[config.mk]
export PLATFORM = sky130hd
export DESIGN_NAME = peripheral_bus
export DESIGN_NICKNAME = d
export VERILOG_FILES = /design/src/rtl/peripheral_bus.sv
export SDC_FILE = /design/constraint.sdc
export NUM_CORES = 1
export LEC_CHECK = 0
export ABC_AREA = 1
export CORE_MARGIN = 3
export CORE_UTILIZATION = 57
export CTS_CLUSTER_SIZE = 24
export DETAILED_ROUTE_END_ITERATION = 8
export PLACE_DENSITY_LB_ADDON = 0.25
export SLEW_MARGIN = 30
export SYNTH_ARGS = -nofsm -noshare
export SYNTH_HDL_FRONTEND = slang
export SYNTH_SLANG_ARGS = --single-unit
[constraint.sdc]
create_clock -name clk -period 5.9 [get_ports clk]
set_clock_uncertainty 0.1 [all_clocks]
set_input_delay 1.18 -clock clk [delete_from_list [all_inputs] [get_ports clk]]
set_output_delay 1.18 -clock clk [all_outputs]
set_load 0.01 [all_outputs]
[src/rtl/peripheral_bus.sv]
// Memory-mapped peripheral block at 0x4000_0000: reloadable timer with irq,
// LED register, free-running system tick and a multiplexed 4-digit display.
module peripheral_bus #(
  parameter logic [15:0] SCAN_DIV = 16'd50000
) (
  input  logic        clk,
  input  logic        reset,
  input  logic [31:0] Address,
  input  logic [31:0] WriteData,
  input  logic        MemRead,
  input  logic        MemWrite,
  output logic [31:0] ReadData,
  output logic [7:0]  leds,
  output logic [3:0]  an,
  output logic [6:0]  seg,
  output logic        irq
);

  localparam logic [2:0] OFF_TH      = 3'd0;
  localparam logic [2:0] OFF_TL      = 3'd1;
  localparam logic [2:0] OFF_TCON    = 3'd2;
  localparam logic [2:0] OFF_LED     = 3'd3;
  localparam logic [2:0] OFF_DIGITS  = 3'd4;
  localparam logic [2:0] OFF_SYSTICK = 3'd5;

  logic [31:0] th;
  logic [31:0] tl;
  logic [2:0]  tcon;
  logic [7:0]  led;
  logic [15:0] digits;
  logic [31:0] systick;
  logic [15:0] prescale;
  logic [1:0]  digit_idx;

  logic [2:0]  offset;
  logic        hit;
  logic        wr_th, wr_tl, wr_tcon, wr_led, wr_digits, wr_systick;
  logic        tl_max;
  logic        reload;
  logic        set_status;
  logic        scan_tc;
  logic [3:0]  nibble;
  logic [31:0] rdata;
  logic        unused_addr_lsb;

  assign unused_addr_lsb = ^Address[1:0];

  // Address decode: six word registers, offsets 6 and 7 are holes
  assign offset = Address[4:2];
  assign hit    = (Address[31:5] == 27'h2000000) && (offset <= OFF_SYSTICK);

  assign wr_th      = MemWrite & hit & (offset == OFF_TH);
  assign wr_tl      = MemWrite & hit & (offset == OFF_TL);
  assign wr_tcon    = MemWrite & hit & (offset == OFF_TCON);
  assign wr_led     = MemWrite & hit & (offset == OFF_LED);
  assign wr_digits  = MemWrite & hit & (offset == OFF_DIGITS);
  assign wr_systick = MemWrite & hit & (offset == OFF_SYSTICK);

  // A software write to TL takes priority over both increment and reload
  assign tl_max     = (tl == 32'hFFFF_FFFF);
  assign reload     = tcon[0] & tl_max & ~wr_tl;
  assign set_status = reload & tcon[1];

  always_ff @(posedge clk or posedge reset) begin
    if (reset) begin
      th <= '0;
    end else if (wr_th) begin
      th <= WriteData;
    end
  end

  // Reload samples the pre-edge TH, so a same-cycle TH write waits one reload
  always_ff @(posedge clk or posedge reset) begin
    if (reset) begin
      tl <= '0;
    end else if (wr_tl) begin
      tl <= WriteData;
    end else if (tcon[0]) begin
      tl <= tl_max ? th : tl + 32'd1;
    end
  end

  // Status set from a reload beats a concurrent software clear
  always_ff @(posedge clk or posedge reset) begin
    if (reset) begin
      tcon <= '0;
    end else if (wr_tcon) begin
      tcon <= {WriteData[2] | set_status, WriteData[1:0]};
    end else if (set_status) begin
      tcon[2] <= 1'b1;
    end
  end

  always_ff @(posedge clk or posedge reset) begin
    if (reset) begin
      led <= '0;
    end else if (wr_led) begin
      led <= WriteData[7:0];
    end
  end

  always_ff @(posedge clk or posedge reset) begin
    if (reset) begin
      digits <= '0;
    end else if (wr_digits) begin
      digits <= WriteData[15:0];
    end
  end

  always_ff @(posedge clk or posedge reset) begin
    if (reset) begin
      systick <= '0;
    end else if (wr_systick) begin
      systick <= WriteData;
    end else begin
      systick <= systick + 32'd1;
    end
  end

  assign scan_tc = (prescale == SCAN_DIV - 16'd1);

  always_ff @(posedge clk or posedge reset) begin
    if (reset) begin
      prescale  <= '0;
      digit_idx <= '0;
    end else if (scan_tc) begin
      prescale  <= '0;
      digit_idx <= digit_idx + 2'd1;
    end else begin
      prescale  <= prescale + 16'd1;
    end
  end

  always_comb begin
    rdata = '0;
    case (offset)
      OFF_TH:      rdata = th;
      OFF_TL:      rdata = tl;
      OFF_TCON:    rdata = {29'd0, tcon};
      OFF_LED:     rdata = {24'd0, led};
      OFF_DIGITS:  rdata = {16'd0, digits};
      OFF_SYSTICK: rdata = systick;
      default:     rdata = '0;
    endcase
  end

  assign ReadData = (MemRead & hit) ? rdata : 32'd0;

  always_comb begin
    nibble = digits[3:0];
    case (digit_idx)
      2'd0: nibble = digits[3:0];
      2'd1: nibble = digits[7:4];
      2'd2: nibble = digits[11:8];
      2'd3: nibble = digits[15:12];
      default: nibble = digits[3:0];
    endcase
  end

  // Active-low segments, bit order {g,f,e,d,c,b,a}
  always_comb begin
    seg = 7'b1111111;
    case (nibble)
      4'h0: seg = 7'b1000000;
      4'h1: seg = 7'b1111001;
      4'h2: seg = 7'b0100100;
      4'h3: seg = 7'b0110000;
      4'h4: seg = 7'b0011001;
      4'h5: seg = 7'b0010010;
      4'h6: seg = 7'b0000010;
      4'h7: seg = 7'b1111000;
      4'h8: seg = 7'b0000000;
      4'h9: seg = 7'b0010000;
      4'hA: seg = 7'b0001000;
      4'hB: seg = 7'b0000011;
      4'hC: seg = 7'b1000110;
      4'hD: seg = 7'b0100001;
      4'hE: seg = 7'b0000110;
      4'hF: seg = 7'b0001110;
      default: seg = 7'b1111111;
    endcase
  end

  assign an   = ~(4'b0001 << digit_idx);
  assign leds = led;
  assign irq  = tcon[1] & tcon[2];

endmodule

# [Word level (Yosys, flattened, before mapping)]
# Memories as Yosys holds them, arrays and structs flattened.
# Cells that the tools add are included.
[totals] out_inout_bits=52 n_memories=1 romBits=112 elab_cells=57 reg_bits=141 input_bits=68
[mem_list] name="(name not given)" words=16 word_bits=7 read_ports=1 rd_clocked_by_memory_dff=0 write_ports=0 line_no="163" source="case (nibble)"
[classes] mux=10 reduce_logical=5 shift=1 n_addsub=4 bitwise=15 n_lt_le_gt_ge=1 n_eq_ne=11
[ops] operator="$pmux 32 s6" n=1
[ops] operator="$mux 32" n=5
[ops] operator="$add 32x1->32 const B" n=2
[ops] operator="$eq 32x32->1 const B" n=1
[ops] operator="$eq 27x26->1 const B" n=1
[ops] operator="$add 16x1->16 const B" n=1
[ops] operator="$eq 16x16->1 const B" n=1
[ops] operator="$mux 16" n=1
[ops] operator="$pmux 4 s4" n=1
[ops] operator="$and 1x1->1" n=12
[ops] operator="$eq 3x2->1 const B" n=2
[ops] operator="$eq 3x3->1 const B" n=2
[ops] operator="$eq 2x2->1 const B" n=2
[ops] operator="$not 4->4" n=1
[ops] operator="$reduce_bool 2->1" n=2
[ops] operator="$shl 1x2->4 const A" n=1
[ops] operator="$eq 3x1->1 const B" n=1
[ops] operator="$le 3x3->1 const B" n=1
[ops] operator="$logic_not 3->1" n=1
[ops] operator="$add 2x1->2 const B" n=1
[ops] operator="$eq 2x1->1 const B" n=1
[ops] operator="$logic_not 2->1" n=1
[ops] operator="$mux 1" n=2
[ops] operator="$logic_and 1x1->1" n=1
[ops] operator="other kinds (2)" n=2

# [Depth between registers and ports, before layout]
# Gate-level depths: netlist of the first run.
[depth] word_depth=9 mapped_depth=13 depth_no_buf=12

# [Least setup slack after synthesis of the first run]
# OpenSTA, ideal clock, no wires.
[synth_path] kind="in2out" start="in Address[28]" end="out ReadData[30]" setup_slack_ns=2.379 path_stages=8 n_path_buf=1 arrival_time_ns=2.241 cell_sequence="nor2_1 > nand2_1 > nor2_1 > nand2_1 > nor2_4 > nand2_1 > clkbuf_1 > a31oi_1"
[synth_via] elab_chain_cells=4
[synth_rtl] item="start: declaration" line_no="8" source="input logic [31:0] Address,"
[synth_rtl] item="$eq 27x26->1" line_no="50" source="assign hit = (Address[31:5] == 27'h2000000) && (offset <= OFF_SYSTICK);"
[synth_rtl] item="$logic_and 1x1->1" line_no="50"
[synth_rtl] item="$and 1x1->1" line_no="147" source="assign ReadData = (MemRead & hit) ? rdata : 32'd0;"
[synth_rtl] item="$mux 32" line_no="147"
[synth_rtl] item="end: declaration" line_no="12" source="output logic [31:0] ReadData,"
# No other way between the ends.

# [Final worst setup path of the first run]
[layout_path] start="in Address[3]" end="out ReadData[15]"
[layout_via] elab_chain_cells=4 elab_cells_between_ends=11 classes_between="order compare: 1; eq/ne: 5; mux: 2; bitwise: 1; reduce/logical: 2"
[layout_rtl] item="$le 3x3->1" line_no="50"
[layout_rtl] item="$logic_and 1x1->1" line_no="50"
[layout_rtl] item="$and 1x1->1" line_no="147"
[layout_rtl] item="$mux 32 (*)" line_no="147"
# Every way passes the cells marked *; elsewhere a longest branch is shown, timed or not.

==> flow_summary.yaml, run 1 <==
critical_path:
  critical_path.max_stage_delay_ps: 600
  worstPathArrival_ps: 3780
  worst-path-buf-inv: 4
  critical_path.endpoint_type: "output pin"
  crit_fanout: 38
  critical_path.cell_chain: "clkdlybuf4s50_1, nor2_1, nand2_1, inv_1, buf_4, nand2_1, a41oi_1, clkdlybuf4s50_1"
  crit_required_ps: 4620
  worst_path_max_delay_cell: "clkdlybuf4s50_1"
  critical-path-top-delay-family: "buffers and inverters"
  setup.worst_path.start_class: "primary input"
  crit_type: "in2out"
logic_synthesis:
  syn-cell-area_sq_um: 9470
  postSynth.topFlopCell: "dfrtp_1"
  seq_area_frac_synth: 0.373
  synth_nets: 1516
  synth_area_per_cell_sq_um: 6.60
  syn_inst: 1435
  netlist-cell-type-count: 41
  ys_seq_elements: 141
  number_of_flops_mapped_to_enable_cells_by_yosys: 0
  synthArstFlopShare: 1.00
  yosys_warnings: 0
hold_path:
  class_of_the_tightest_hold_or_removal_check: "reg2reg"
sta:
  hold_violations: 0
  timing.final.crit_period_ps: 5060
  worst_pin_slew_ps: 906
  timing.final.setup_violations: 0
  finalWorstSetupSlack_ps: 839
  max_freq_ghz: 0.198
  slew-limit-headroom: 0.394
  post-route-period-util: 0.858
  maxSlewViolCount: 0
  unrepaired_setup_endpoints_after_global_routing: "no"
  setup-tns-final_ps: 0
routing:
  vias: 10274
  postRouteWirelength_microns: 31800
  drtIter0Drc: 1346
  via_per_inst: 5.84
  wl_per_cell_microns: 18.1
  firstDrtPassIters: 6
  postRouteAntennaNets: 0
  drt_drc_violations_left: 0
power_and_ir_drop:
  pwr-share-clk: 0.505
  power_frac_comb: 0.055
  power.density_cell_area_nw_per_um2: 194
  internal-power_uw: 1690
  p_switching_uw: 505
  irDropWorstVdd_mv: 0.214
  p_sw_frac: 0.230
  seqPwrFrac: 0.440
  leakage_power_figure_uw: 0.00502
cts:
  cts-root-buf: "clkbuf_16"
  clock_sink_count: 141
  cts-buffers-inserted: 17
  cts.path.max_buffers: 2
  cts_tree: "done"
  count_of_instances_resized_after_the_clock_tree_is_built: 0
  cts-hold-fix-buffers: 0
  clkTransAtPathRegs_ps: 60
  cts_htree_levels: 4
  worst_skew_pair.late_latency_ps: 440
  cts_post_setup_buffers_inserted: 0
floorplan:
  io-pin-count: 120
  die-width_microns: 135
  chipHeight_microns: 135
  initial_core_util: 0.590
  placeableCoreArea_sq_um: 16100
  die_area_sq_um: 18200
  placement_rows: 46
placement:
  preCtsSetupSlack_ps: 899
  numPlacedInstances: 1728
  global_placement_routability_congestion: 0.984
  dp_hpwl_microns: 23400
  port_buffers: 117
final_layout:
  fill_cells: 1436
  post_route_cells_drive_above_1_share: 0.0453
  n_antenna_cell: 0
  final-instance-count-excl-fill: 1760
  most_common_library_cell_in_the_layout_ignoring_fill_and_taps: "nand2_1"
  area_growth_syn_to_layout_pct: 19.8
  net_count_reported_at_finish: 1612
  layout_common_cells: "nand2_1 (517), nor2_1 (155), dfrtp_1 (141)"
global_route:
  number_of_antenna_violations_at_the_first_check_in_global_routing: 1
  first_global_vias: 9511
  wire_length_of_the_first_global_routing_pass_microns: 50400
  grt_remaining_overflow: 0
  track_usage: 0.354
  grt_max_degree: 101
outcome:
  result_of_the_run: "complete, no violations"
job:
  drv.max_cap_violation_count: 0
==> layout make-up <==
type                    instances  area (sq um)  share of cell area
clock inverters                 9           108             0.00949
repair buffers                124          1220               0.108
inverters                     145           554              0.0489
well taps                     216           270              0.0238
multi-input cells            1102          5160               0.455
flip-flops and latches        141          3530               0.311
clock buffers                  23           498              0.0439
==> flip-flops by register name, indices dropped and copies added, names as in the netlist <==
signal	flops
systick	32
th	32
tl	32
digits	16
prescale	16
leds	8
tcon	3
digit_idx	2
==> worst paths after layout <==
path,start,end,slack (ps),depth (start not counted)
max,Address[3],ReadData[15],840,8
min,prescale[0]$_DFF_PP0_,prescale[0]$_DFF_PP0_,370,1
max reg2reg,tl[1]$_DFFE_PP0P_,tl[9]$_DFFE_PP0P_,3580,11
min reg2reg,prescale[0]$_DFF_PP0_,prescale[0]$_DFF_PP0_,370,1
max in group asynchronous,reset,systick[5]$_DFF_PP0_,3550,3
min in group asynchronous,reset,systick[30]$_DFF_PP0_,1160,2
==> cell usage after synthesis, drive strengths merged (4+ instances only) <==
| cell | n | area share |
|---|---|---|
| o21ai | 94 | 0.050 |
| nand3 | 129 | 0.069 |
| nor3 | 15 | 0.0085 |
| a21oi | 25 | 0.013 |
| nand2 | 525 | 0.21 |
| o22ai | 12 | 0.0079 |
| clkinv | 4 | 0.0019 |
| nor2 | 164 | 0.070 |
| clkbuf | 27 | 0.011 |
| nand4 | 27 | 0.018 |
| xor2 | 29 | 0.027 |
| buf | 20 | 0.014 |
| ha | 13 | 0.017 |
| nand3b | 15 | 0.012 |
| inv | 141 | 0.056 |
| dfrtp | 141 | 0.37 |
| xnor2 | 12 | 0.011 |
| a31oi | 22 | 0.015 |
==> layer usage <==
layer | up-vias | part of all wire | track usage | wire length (microns)
met5 | - | 0.00041 | 0 | 13
met4 | 2 | 0.037 | 0.135 | 1190
met3 | 93 | 0.098 | 0.0682 | 3130
met2 | 577 | 0.46 | 0.554 | 14700
met1 | 4785 | 0.40 | 0.490 | 12800
li1 | 4817 | - | - | -
==> through the flow <==
stage          hold WS [ps]  power, uW   util  instance area (sq um)
2_1_floorplan           333       1020      -                   9470
3_3_place_gp            352       1100  0.668                  10700
3_5_place_dp            360       1100  0.668                  10700
4_1_cts                 368       2190  0.706                  11300
5_1_grt                 376       2240  0.706                  11300
6_report                369       2200  0.706                  11300
==> power by group through the flow <==
stage | sequential, uW | clock [uW] | combinational (uW)
after floorplan | 985 | 0 | 39.6
after global placement | 985 | 0 | 117
after detailed placement | 985 | 0 | 118
after CTS | 967 | 1110 | 119
after global routing | 967 | 1150 | 128
final | 967 | 1110 | 121
==> logic make-up after synthesis <==
group / synth area share
AOI/OAI and AO/OA: 0.0969
DFF: 0.373
xor gates and xnor gates: 0.0379
adders and majority gates: 0.0172
and+or+nand+nor: 0.393
buffers and inverters: 0.0823
Note: power is estimated with default switching activity, not from simulation.
==> run 2: changes to the inputs <==
--- a/config.mk
+++ b/config.mk
@@ -6,8 +6,9 @@
 export NUM_CORES = 1
 export LEC_CHECK = 0
 export ABC_AREA = 1
+export ABC_CLOCK_PERIOD_IN_PS = 5900
 export CORE_MARGIN = 3
-export CORE_UTILIZATION = 57
+export CORE_UTILIZATION = 40
 export CTS_CLUSTER_SIZE = 24
 export DETAILED_ROUTE_END_ITERATION = 8
 export PLACE_DENSITY_LB_ADDON = 0.25
==> run 2 against run 1 <==
Flip-flop and latch count unchanged. Worst setup slack better by 12 ps. Die area up 40%. Clock power up 4%. Sequential power about the same. Final area up 1.2%. Critical path depth unchanged. Combinational power about the same. Utilization down 21 points. Wire length up 2.1%.
==> flow_summary.yaml, run 2 (synthesized netlist as in run 1, its figures left out) <==
routing:
  postRouteWirelength_microns: 32500
  postRouteAntennaNets: 0
  wl_per_cell_microns: 17.5
  firstDrtPassIters: 5
  via_per_inst: 5.28
  vias: 9801
  drtIter0Drc: 973
  drt_drc_violations_left: 0
global_route:
  grt_remaining_overflow: 0
  grt_util_met3: 0.0506
  busiest_layer_in_global_routing: "met2"
  track_usage: 0.254
  first_global_vias: 9271
  groute.layer.met1.usage: 0.353
  wire_length_of_the_first_global_routing_pass_microns: 51300
  number_of_antenna_violations_at_the_first_check_in_global_routing: 0
  grt_max_degree: 76
  gr-usage-met2: 0.410
placement:
  preCtsSetupSlack_ps: 875
  placement.cell_area_sq_um: 10900
  global_placement_routability_congestion: 0.920
  dp_hpwl_microns: 24500
  port_buffers: 117
cts:
  cts.path.max_buffers: 2
  cts-buffers-inserted: 17
  cts_htree_levels: 4
  cts_post_setup_buffers_inserted: 0
  cts-root-buf: "clkbuf_16"
  count_of_instances_resized_after_the_clock_tree_is_built: 0
  cts_tree: "done"
  worst_skew_pair.late_latency_ps: 440
  cts-hold-fix-buffers: 0
  clkTransAtPathRegs_ps: 60
  clock_sink_count: 141
final_layout:
  post-route-cell-area_sq_um: 11500
  most_common_library_cell_in_the_layout_ignoring_fill_and_taps: "nand2_1"
  layout_common_cells: "nand2_1 (517), nor2_1 (155), dfrtp_1 (141)"
  fill_cells: 2326
  net_count_reported_at_finish: 1612
  n_antenna_cell: 0
  post_route_cells_drive_above_1_share: 0.0447
  area_growth_syn_to_layout_pct: 21.2
  reg_top3: "systick: 32 flops, th: 32 flops, tl: 32 flops"
sta:
  slew-limit-headroom: 0.428
  timing.final.crit_period_ps: 5050
  hold_violations: 0
  post-route-period-util: 0.856
  max_freq_ghz: 0.198
  unrepaired_setup_endpoints_after_global_routing: "no"
  timing.final.setup_violations: 0
  finalWorstSetupSlack_ps: 851
  worst_pin_slew_ps: 857
  timing.hold.ws_ps: 357
  maxSlewViolCount: 0
  setup-tns-final_ps: 0
floorplan:
  die_area_sq_um: 25600
  placement_rows: 55
  initial_core_util: 0.413
  die-width_microns: 160
  placeableCoreArea_sq_um: 22900
  io-pin-count: 120
  chipHeight_microns: 160
power_and_ir_drop:
  power.density_cell_area_nw_per_um2: 195
  seqPwrFrac: 0.432
  irDropWorstVdd_mv: 0.176
  leakage_power_figure_uw: 0.00501
  pwr-share-clk: 0.514
  power_frac_comb: 0.054
  p_sw_frac: 0.227
  internal-power_uw: 1730
  p_switching_uw: 509
  power_uw: 2240
critical_path:
  crit_required_ps: 4620
  setup.worst_path.start_class: "primary input"
  critical_path.endpoint_type: "output pin"
  crit_fanout: 39
  worstPathArrival_ps: 3770
  regToRegSetupSlack_ps: 3560
  timing.reg2reg.worst_path_depth: 11
  crit_type: "in2out"
hold_path:
  class_of_the_tightest_hold_or_removal_check: "reg2reg"
  holdPathStages: 1
outcome:
  result_of_the_run: "complete, no violations"
job:
  drv.max_cap_violation_count: 0
[run 2: cell count changes in the layout (fill, tap and decap cells not counted), sizes merged]
cell	before	now
clkinvlp	2	3
clkbuf	23	21
bufinv	2	4
inv	142	141
[run 2: power by group through the flow]
stage	clock network [uW]	logic (uW)	registers, uW
finish	1150	121	967
CTS	1160	121	967
global placement	0	119	985
floorplan	0	39.6	985
global route	1200	131	966
detailed placement	0	120	985
[run 2: worst paths after layout]
check	from	end
max	Address[3]	ReadData[15]
min	prescale[0]$_DFF_PP0_	prescale[0]$_DFF_PP0_
max reg2reg	tl[1]$_DFFE_PP0P_	tl[9]$_DFFE_PP0P_
min reg2reg	prescale[0]$_DFF_PP0_	prescale[0]$_DFF_PP0_
max in group asynchronous	reset	tl[30]$_DFFE_PP0P_
min in group asynchronous	reset	prescale[8]$_DFF_PP0_
[run 2: cell type report]
class | count | area, sq um | share of cell area
Sequential cell | 141 | 3530 | 0.307
Clock inverter | 11 | 166 | 0.0145
Tap cell | 313 | 392 | 0.0341
Clock buffer | 21 | 450 | 0.0392
Timing Repair Buffer | 124 | 1220 | 0.107
Inverter | 145 | 552 | 0.0481
Multi-Input combinational cell | 1102 | 5160 | 0.450
[run 2: metrics by stage]
step,std cells,utilization
floorplan,1435,-
global placement,1825,0.474
detailed placement,1825,0.474
CTS,1857,0.501
global route,1857,0.501
finish,1857,0.501
[run 2: per-layer routing]
| metal | wire [microns] | vias to the layer above |
|---|---|---|
| met1 | 14500 | 4629 |
| met4 | 628 | 0 |
| li1 | - | 4816 |
| met3 | 1960 | 44 |
| met5 | 0 | - |
| met2 | 15400 | 312 |
[run 2: critical path: stages]
cell and delay, ps:
clkdlybuf4s50_1 570, nor2_1 210, nand2_1 210, inv_1 100, buf_4 410, nand2_1 90
a41oi_1 380, clkdlybuf4s50_1 610
==> run 3: changes to the inputs <==
--- a/config.mk
+++ b/config.mk
@@ -9,9 +9,8 @@
 export ABC_CLOCK_PERIOD_IN_PS = 5900
 export CORE_MARGIN = 3
 export CORE_UTILIZATION = 40
-export CTS_CLUSTER_SIZE = 24
 export DETAILED_ROUTE_END_ITERATION = 8
-export PLACE_DENSITY_LB_ADDON = 0.25
+export PLACE_DENSITY = 0.71
 export SLEW_MARGIN = 30
 export SYNTH_ARGS = -nofsm -noshare
 export SYNTH_HDL_FRONTEND = slang
==> run 3 against run 2 <==
Die area is the same. Fmax shrank 0.59%. Non-clock buffer count grew 1. Wire length shrank 0.95%. Via count grew 1.9%. Count of clock-buffer cells in the layout shrank 3. Utilization is essentially flat. Critical path type unchanged. Highest routed layer unchanged.
==> flow_summary.yaml, run 3 (synthesized netlist as in run 1, its figures left out) <==
outcome:
  result_of_the_run: "complete, no violations"
power_and_ir_drop:
  pwr-share-clk: 0.509
  p_sw_frac: 0.237
  power_frac_comb: 0.054
  internal-power_uw: 1690
  leakage_power_figure_uw: 0.00501
  power.density_cell_area_nw_per_um2: 193
  irDropWorstVdd_mv: 0.152
  p_switching_uw: 524
  seqPwrFrac: 0.437
routing:
  detailroute.wirelength.met2_microns: 14900
  postRouteAntennaNets: 0
  drt_drc_violations_left: 0
  met1Wirelength_microns: 13600
  firstDrtPassIters: 8
  via_per_inst: 5.38
  postRouteWirelength_microns: 32200
  drtIter0Drc: 999
  wl_per_cell_microns: 17.3
  routed.top_layer: "met4"
  detailed_route_wirelength_on_metal3_microns: 2730
  vias: 9987
final_layout:
  final_core_util: 0.501
  net_count_reported_at_finish: 1613
  area_growth_syn_to_layout_pct: 21.2
  post-route-cell-area_sq_um: 11500
  post_route_cells_drive_above_1_share: 0.0466
  reg_top3: "systick: 32 flops, th: 32 flops, tl: 32 flops"
  layout_common_cells: "nand2_1 (517), nor2_1 (155), dfrtp_1 (141)"
  n_antenna_cell: 0
  most_common_library_cell_in_the_layout_ignoring_fill_and_taps: "nand2_1"
  final-instance-count-excl-fill: 1857
global_route:
  grt_remaining_overflow: 0
  track_usage: 0.251
  grt_max_degree: 63
  wire_length_of_the_first_global_routing_pass_microns: 51200
  first_global_vias: 9361
  number_of_antenna_violations_at_the_first_check_in_global_routing: 0
cts:
  cts-root-buf: "clkbuf_16"
  cts.path.max_buffers: 2
  clock_sink_count: 141
  cts-buffers-inserted: 17
  cts_post_setup_buffers_inserted: 0
  cts-hold-fix-buffers: 0
  worst_skew_pair.late_latency_ps: 440
  clkTransAtPathRegs_ps: 60
  cts_htree_levels: 4
  cts_tree: "done"
  count_of_instances_resized_after_the_clock_tree_is_built: 0
placement:
  port_buffers: 117
  dp_hpwl_microns: 24100
  placement.cell_area_sq_um: 10900
  numPlacedInstances: 1826
  global_placement_routability_congestion: 0.927
critical_path:
  timing.rr.end: "tl[9]$_DFFE_PP0P_"
  timing.critical_path.from: "Address[3]"
  setup.worst_path.start_class: "primary input"
  worst_path_max_delay_cell: "clkdlybuf4s50_1"
  endpoint: "ReadData[23]"
  worst-path-stages: 8
  worstPathArrival_ps: 3800
  regToRegSetupSlack_ps: 3560
  path_common_cell: "clkdlybuf4s50_1"
  critical_path.endpoint_type: "output pin"
  timing.reg2reg.worst_path_depth: 11
  crit_type: "in2out"
  critical_path.max_stage_delay_ps: 580
  critical-path-top-delay-family: "buffers and inverters"
  crit_fanout: 23
  rr_startpoint: "tl[1]$_DFFE_PP0P_"
  worst-path-buf-inv: 5
  critical_path.cell_chain: "clkdlybuf4s50_1, inv_1, nand3_1, inv_2, buf_4, nand2_1, a31oi_1, clkdlybuf4s50_1"
  crit_required_ps: 4620
sta:
  setup-tns-final_ps: 0
  worst_pin_slew_ps: 856
  post-route-period-util: 0.861
  slew-limit-headroom: 0.429
  timing.final.setup_violations: 0
  max_freq_ghz: 0.197
  hold_violations: 0
  unrepaired_setup_endpoints_after_global_routing: "no"
  maxSlewViolCount: 0
  timing.final.crit_period_ps: 5080
floorplan:
  chipHeight_microns: 160
  placement_rows: 55
  placeableCoreArea_sq_um: 22900
  die-width_microns: 160
  initial_core_util: 0.413
  io-pin-count: 120
  die_area_sq_um: 25600
job:
  drv.max_cap_violation_count: 0
hold_path:
  class_of_the_tightest_hold_or_removal_check: "reg2reg"
## run 3: cell count changes in the layout (fill, tap and decap cells not counted)
| cell | before | now |
|---|---|---|
| bufinv_16 | 4 | 3 |
| buf_4 | 7 | 8 |
| clkinv_2 | 5 | 4 |
| clkbuf_1 | 3 | 0 |
| clkinv_4 | 1 | 3 |
| inv_6 | 1 | 3 |
## run 3: cell type report
| class | count | area (sq um) |
|---|---|---|
| Tap cell | 313 | 392 |
| Clock inverter | 13 | 166 |
| Timing Repair Buffer | 125 | 1230 |
| Multi-Input combinational cell | 1102 | 5160 |
| Fill cell | 2298 | 11400 |
| Inverter | 145 | 552 |
| Clock buffer | 18 | 439 |
| Sequential cell | 141 | 3530 |
## run 3: worst min path at each step
stage	slack (ps)	start	cells past startpoint	to
floorplan	330	prescale[0]$_DFF_PP0_	1	prescale[0]$_DFF_PP0_
global placement	350	prescale[0]$_DFF_PP0_	1	prescale[0]$_DFF_PP0_
detailed placement	370	th[1]$_DFFE_PP0P_	2	th[1]$_DFFE_PP0P_
CTS	380	prescale[0]$_DFF_PP0_	1	prescale[0]$_DFF_PP0_
global route	410	prescale[2]$_DFF_PP0_	1	prescale[2]$_DFF_PP0_
finish	370	prescale[0]$_DFF_PP0_	1	prescale[0]$_DFF_PP0_
## run 3: through the flow
| step | worst slack, ps | total power, uW | hold slack (ps) |
|---|---|---|---|
| 6_report | 821 | 2210 | 371 |
| 5_1_grt | 723 | 2270 | 411 |
| 4_1_cts | 890 | 2220 | 382 |
| 3_5_place_dp | 912 | 1100 | 374 |
| 3_3_place_gp | 930 | 1100 | 345 |
| 2_1_floorplan | 839 | 1020 | 333 |
## run 3: metal layers
layer	up-vias	track usage
met1	4649	0.340
li1	4809	-
met5	-	0
met2	466	0.398
met4	0	0.0895
met3	63	0.0537
## run 3: power by group through the flow
stage          sequential [uW]  combinational [uW]  clock [uW]
6_report                   967                 120        1130
5_1_grt                    966                 130        1170
4_1_cts                    967                 119        1130
3_5_place_dp               985                 118           0
3_3_place_gp               985                 118           0
2_1_floorplan              985                39.6           0
